[src/rtl/irr_priority_resolver.sv]
// irr_priority_resolver
// Front end of the 8259A in-service block: synchronises the IR pins, latches
// requests into the IRR (edge or level sensed), masks them, and resolves the
// single highest-priority eligible request against the in-service register
// under fixed or rotated priority. Winner and INT are registered.
module irr_priority_resolver #(
    parameter int NUM_IR = 8
) (
    input  logic              clk,
    input  logic              reset_n,
    input  logic [NUM_IR-1:0] ir_in,
    input  logic              level_or_edge,
    input  logic [NUM_IR-1:0] interrupt_mask,
    input  logic              special_mask_mode,
    input  logic [NUM_IR-1:0] in_service_register,
    input  logic [NUM_IR-1:0] clear_request,
    input  logic              priority_load,
    input  logic [2:0]        priority_level,
    input  logic              freeze,
    output logic [NUM_IR-1:0] interrupt_request_register,
    output logic [NUM_IR-1:0] highest_priority_interrupt,
    output logic              interrupt
);

    logic [NUM_IR-1:0] ir_sync_p0;
    logic [NUM_IR-1:0] ir_prev_p0;
    logic              primed_p0;
    logic [NUM_IR-1:0] irr_p1;
    logic [2:0]        lowest_ptr;
    logic [NUM_IR-1:0] resolved;
    logic [NUM_IR-1:0] hpi_p2;
    logic              int_p2;

    // Rank of the highest-priority set bit of vec (0 = top priority), or
    // NUM_IR when vec is empty. Rank of level L is (L - ptr - 1) mod 8.
    function automatic logic [3:0] priority_rank(input logic [NUM_IR-1:0] vec,
                                                 input logic [2:0]        ptr);
        logic [3:0] rank;
        logic [2:0] lvl;
        rank = 4'(NUM_IR);
        for (int i = NUM_IR - 1; i >= 0; i--) begin
            lvl = ptr + 3'd1 + 3'(i);
            if (vec[lvl]) rank = 4'(i);
        end
        return rank;
    endfunction

    // One-hot winner, or zero when nothing is eligible.
    function automatic logic [NUM_IR-1:0] resolve(input logic [NUM_IR-1:0] irr,
                                                  input logic [NUM_IR-1:0] mask,
                                                  input logic [NUM_IR-1:0] isr,
                                                  input logic              smm,
                                                  input logic [2:0]        ptr);
        logic [NUM_IR-1:0] req;
        logic [NUM_IR-1:0] one_hot;
        logic [3:0]        req_rank;
        logic [3:0]        isr_rank;
        logic [2:0]        lvl;
        req = irr & ~mask;
        if (smm) req = req & ~isr;
        req_rank = priority_rank(req, ptr);
        // In special mask mode in-service levels only hide themselves.
        isr_rank = smm ? 4'(NUM_IR) : priority_rank(isr, ptr);
        one_hot  = '0;
        if (req_rank < isr_rank) begin
            lvl          = ptr + 3'd1 + req_rank[2:0];
            one_hot[lvl] = 1'b1;
        end
        return one_hot;
    endfunction

    // Input synchroniser and previous-sample history for edge detection.
    // ir_prev starts all ones and is only loaded once ir_sync holds a real
    // pin sample, so a line high through reset is never seen as rising.
    always_ff @(posedge clk or negedge reset_n) begin
        if (!reset_n) begin
            ir_sync_p0 <= '0;
            ir_prev_p0 <= '1;
            primed_p0  <= 1'b0;
        end else begin
            ir_sync_p0 <= ir_in;
            if (primed_p0) ir_prev_p0 <= ir_sync_p0;
            primed_p0  <= 1'b1;
        end
    end

    // ---- stage p1: request latch ----
    // Edge mode: clear wins, a low pin drops the request, a rising edge sets it.
    always_ff @(posedge clk or negedge reset_n) begin
        if (!reset_n) begin
            irr_p1 <= '0;
        end else if (level_or_edge) begin
            irr_p1 <= ir_sync_p0 & ~clear_request;
        end else begin
            irr_p1 <= ~clear_request & ir_sync_p0 & (irr_p1 | ~ir_prev_p0);
        end
    end

    // Lowest-priority pointer; loads even while the outputs are frozen.
    always_ff @(posedge clk or negedge reset_n) begin
        if (!reset_n) begin
            lowest_ptr <= 3'd7;
        end else if (priority_load) begin
            lowest_ptr <= priority_level;
        end
    end

    // Combinational priority resolution against the current ISR.
    always_comb begin
        resolved = resolve(irr_p1, interrupt_mask, in_service_register,
                           special_mask_mode, lowest_ptr);
    end

    // ---- stage p2: registered winner and INT, held during freeze ----
    always_ff @(posedge clk or negedge reset_n) begin
        if (!reset_n) begin
            hpi_p2 <= '0;
            int_p2 <= 1'b0;
        end else if (!freeze) begin
            hpi_p2 <= resolved;
            int_p2 <= |resolved;
        end
    end

    assign interrupt_request_register = irr_p1;
    assign highest_priority_interrupt = hpi_p2;
    assign interrupt                  = int_p2;

endmodule

[config.mk]
export PLATFORM = sky130hd
export DESIGN_NAME = irr_priority_resolver
export DESIGN_NICKNAME = d
export VERILOG_FILES = /design/src/rtl/irr_priority_resolver.sv
export SDC_FILE = /design/constraint.sdc
export NUM_CORES = 1
export LEC_CHECK = 0
export CORE_MARGIN = 5
export CORE_UTILIZATION = 55
export CTS_CLUSTER_DIAMETER = 100
export DETAILED_ROUTE_END_ITERATION = 10
export GPL_TIMING_DRIVEN = 1
export PLACE_DENSITY = 0.95
export SLEW_MARGIN = 20
export SYNTH_ARGS = -nofsm -noshare
export SYNTH_HDL_FRONTEND = slang
export SYNTH_SLANG_ARGS = --single-unit
[constraint.sdc]
create_clock -name clk -period 6.9 [get_ports clk]
set_input_delay 2.07 -clock clk [delete_from_list [all_inputs] [get_ports clk]]
set_output_delay 2.07 -clock clk [all_outputs]
set_load 0.02 [all_outputs]
==> flow_results.org <==
** Floorplan
- The die covers ~6600 µm².
- The initial utilization of the core area, before any placement, comes to about 56%.
- Die height :: 81.47 µm
- The total area inside the core boundary comes to between 5000 and 6000 µm².
- In this run the core area contains 26 standard-cell rows.
- Boundary pin count :: 58
- Die Wd :: approximately 81 µm

** Critical path
- The critical path is of the in2reg type.
- Worst Setup End Kind :: register
- For flop-to-flop paths, the worst setup slack is 1.70 ns.
- In this run the worst path has a maximum fanout of 11.
- The worst register-to-register path has a depth of 13.
- In this run the critical register-to-register path is launched from lowest_ptr[0].
- In this run the worst setup path begins at special_mask_mode.
- Kind of start point of the critical path :: input pin
- At the worst endpoint, the required time is 7.07 ns.
- STA puts the critical path data arrival time at 6.25 ns.
- Crit Reg-Reg Endpoint :: highest_priority_interrupt[0]

** Routing
- For this block, the routed nets add up to 6281 µm of wire.
- In the routed design, unresolved DRC markers number 0.
- WL per Instance :: approximately 16 µm
- Dividing the detail-routed via count by the number of cells gives ~6.0.
- Detailed routing inserted a total of between 2,000 and 2,500 vias.
- The first TritonRoute pass finished after 5 iterations.
- The count of nets left with antenna violations once routing finished came out at 0.
- The first routing iteration left about 130 violations.

** Logic synthesis
- For this run, the number of Yosys warnings is 0.
- The cell area that synthesis handed to floorplanning was ~2800 µm².
- Summing the areas of all compound-gate instances in the mapped netlist gives 12.78% of the synthesized area.
- Post-synthesis mux area share :: 23.70%
- Basic-gate share of the synthesized area counting and, or, nand and nor cells :: between 20% and 30%
- Post-synthesis share of cell area spent on full adders, half adders and majority gates :: under 10%
- Library cells used by synthesis :: 55
- Fraction of registers with async set/reset :: 100.0%
- Synthesis inferred 37 register bits.
- Synthesized net count :: about 320
- The synthesized design contains 0 enable-type register cells.
- Post-synthesis average cell area :: between 10 and 15 µm²
- For this run, the leading register cell type out of synthesis is dfrtp_1.
- After Yosys synthesis, XOR and XNOR cells account for between 2 and 2.5% of the synthesized area.
- Yosys top cell area share :: a little under a quarter
- After synthesis, the largest family of logic cells by area is multiplexers.
- Synthesized instance count :: 271
- For this run, the register share of the synthesized area comes to between 30% and 40%.
- Yosys attributes the largest share of cell area to dfrtp_1 23%, mux4_2 16%, dfstp_2 10%, mux2_2 4.8%, nand2_1 3.6%.
- The largest total area in the synthesized netlist belongs to dfrtp_1.

** Cells and area
- Most frequent cells in the layout :: 57 x clkdlybuf4s50_1, 27 x nand2_1, 26 x dfrtp_1
- In the final layout, the share of cells above drive strength 1 is a little over a fifth.
- After the last flow step, the layout net total stands at roughly 370.
- Leaving out fill and tap cells, the most frequent cell in the layout is clkdlybuf4s50_1.
- Relative to the synthesized area, the layout overhead comes to 25.43%.
- N_diodes :: 0
- The filler cells instantiated in the layout total 369.

** STA
- Max Slew Vio Count :: 0
- Final sum of negative setup slack :: 0 ns
- Headroom to the max-slew limit came out at approximately a third.
- Of the available clock period, the critical path in the final layout requires between 80% and 90%.
- Number of endpoints failing setup at the final stage :: 0
- After layout, the minimum clock period comes to 6.084 ns.
- Setup repair after global routing left no endpoint under its margin.
- Based on the critical path, the design can be clocked at up to 0.1644 GHz.
- Across the routed clock network, the largest skew measured is 0.008481 ns.
- Final WS setup :: 0.8159 ns
- Final hold violations :: 0
- Transition at the pin with the smallest max-transition slack :: between 1 and 1.5 ns

** Clock network
- The later pin in the worst-skew pair is clocked with a latency of approximately 0.29 ns.
- CTS HTree Levels :: 2
- Counting along the longest clock path gives a buffer depth of 2.
- Clock root buffer master :: clkbuf_8
- TritonCTS built the clock tree.
- Setup fix buffers added after clock tree synthesis :: 0
- Clock slew at reported path FFs :: about 0.070 ns
- The number of hold buffers added after CTS was 0.
- The clock net in this run drives a total of 37 sinks.
- CTS Buf Count :: 5
- After clock tree synthesis, the repair step resized 0 gates.

** Flow run
- Number of maximum-capacitance violations :: 0

** Min path
- The worst hold path terminates at highest_priority_interrupt[1].
- The startpoint identified for the worst hold timing path is highest_priority_interrupt[1].
- Worst min-delay path category :: reg2reg
- The worst hold path passes through 2 cells.

** Global route
- Initial antenna violation count :: 0
- Global-route wire length before repair :: between 10,000 and 15,000 µm
- The number of global-route vias before repair was around 2,400.
- For this run the aggregate overflow at the end of global routing stands at 0.
- Pin count of the biggest net entering global routing :: 38
- All-Layer GR Usage :: about a fifth

** Power
- Combinational power share :: 49.8%
- Internal Dissipation :: ~0.56 mW
- In this run the power spent charging and discharging nets is around 0.34 mW.
- Net switching is 37.61% of the power.
- Clock power frac :: between 10% and 20%
- Relative contribution of sequential cells to total power :: between 30% and 40%
- For this design the ratio of total power to cell area is around 250 nW/µm².
- Worst ir drop on vdd :: between 150 and 200 µV
- Leakage :: roughly 1.4 nW

** Place
- Routability-driven placement finished with a final weighted congestion of 0.8901.
- Post-placement worst setup slack :: between 0.5 and 0.6 ns
- HPWL after DPL :: approximately 5000 µm
- I/O Buffers :: 57

** Run status
- Outcome :: finished, final reports clean
-- area by class of cell --
cell class	count	area (µm²)	area share, %
multi-input combinational	217	1784	50.64
sequential	37	939.7	26.67
timing repair buffer	59	585.6	16.62
clock buffer	7	96.34	2.734
tap	70	87.58	2.486
inverter	5	21.27	0.6037
clock inverter	1	8.758	0.2486
-- sequential cells by signal (all words and copies together) (netlist names) --
| signal | count |
|---|---|
| interrupt | 1 |
| primed_p0 | 1 |
| interrupt_request_register | 8 |
| lowest_ptr | 3 |
| ir_prev_p0 | 8 |
| highest_priority_interrupt | 8 |
| ir_sync_p0 | 8 |
-- per-stage QoR --
step | utilization, % | cells | cell area, µm² | total power [mW] | hold slack, ns
2_1_floorplan | - | 271 | 2809 | 0.5934 | 0.4713
3_3_place_gp | 67.79 | 388 | 3418 | 0.7147 | 0.4608
3_5_place_dp | 67.79 | 388 | 3418 | 0.7309 | 0.4644
4_1_cts | 69.88 | 396 | 3523 | 0.9037 | 0.4830
5_1_grt | 69.88 | 396 | 3523 | 0.9636 | 0.5029
6_report | 69.88 | 396 | 3523 | 0.8960 | 0.4773
-- logic make-up after synthesis --
| group | Yosys count |
|---|---|
| and+or+nand+nor | 114 |
| AOI/OAI and AO/OA | 48 |
| muxes | 40 |
| DFF | 37 |
| buffers and inverters | 17 |
| adders and majority gates | 7 |
| xor gates and xnor gates | 7 |
| other | 1 |
-- metal layers --
| metal | global-route usage (%) | wire length (µm) |
|---|---|---|
| met4 | 7.601 | 131 |
| met3 | 4.605 | 485 |
| met1 | 23.98 | 2300 |
| met2 | 36.89 | 3364 |
| met5 | 0 | 0 |
-- cells in the mapped netlist (2+ instances only) --
library cell,number
a21oi_1,9
a22o_1,2
a22oi_1,8
a41oi_1,2
and2_1,8
and2b_1,3
and3_1,2
buf_1,3
buf_2,3
buf_6,2
clkbuf_1,4
dfrtp_1,26
dfstp_2,11
ha_1,6
inv_1,4
mux2_2,12
mux2i_1,8
mux4_2,20
nand2_1,27
nand2_2,5
nand2b_1,10
nand3_1,2
nand3b_1,3
nor2_1,23
nor2b_1,6
nor3_1,13
nor3b_1,4
o21ai_0,4
o31ai_1,2
o41ai_1,8
or2_2,2
xnor2_1,5
xor2_1,2
-- power groups by stage --
stage	Sequential (mW)	Combinational [mW]	Clock [mW]
finish	0.280	0.446	0.170
global route	0.285	0.492	0.187
CTS	0.281	0.448	0.175
detailed placement	0.284	0.447	0
global placement	0.282	0.432	0
floorplan	0.307	0.286	0
-- worst max-delay path, cell delays in order --
cell             delay [ns]
clkdlybuf4s50_1        0.83
nand2_1                0.21
and2_1                 0.24
mux4_2                 0.51
mux2i_1                0.22
and3_1                 0.28
nand2_1                0.08
nor3_1                 0.17
ha_1                   0.27
a2111oi_0              0.46
a41oi_1                0.17
a41oi_1                0.24
o21ai_2                0.17
o41ai_1                0.35
-- worst max path at each step --
stage | cells past startpoint | endpoint
floorplan | 17 | highest_priority_interrupt[0]
global placement | 18 | highest_priority_interrupt[0]
detailed placement | 14 | highest_priority_interrupt[2]
CTS | 14 | highest_priority_interrupt[4]
global route | 14 | highest_priority_interrupt[4]
finish | 14 | highest_priority_interrupt[0]
(Power assumes the default switching activity.)
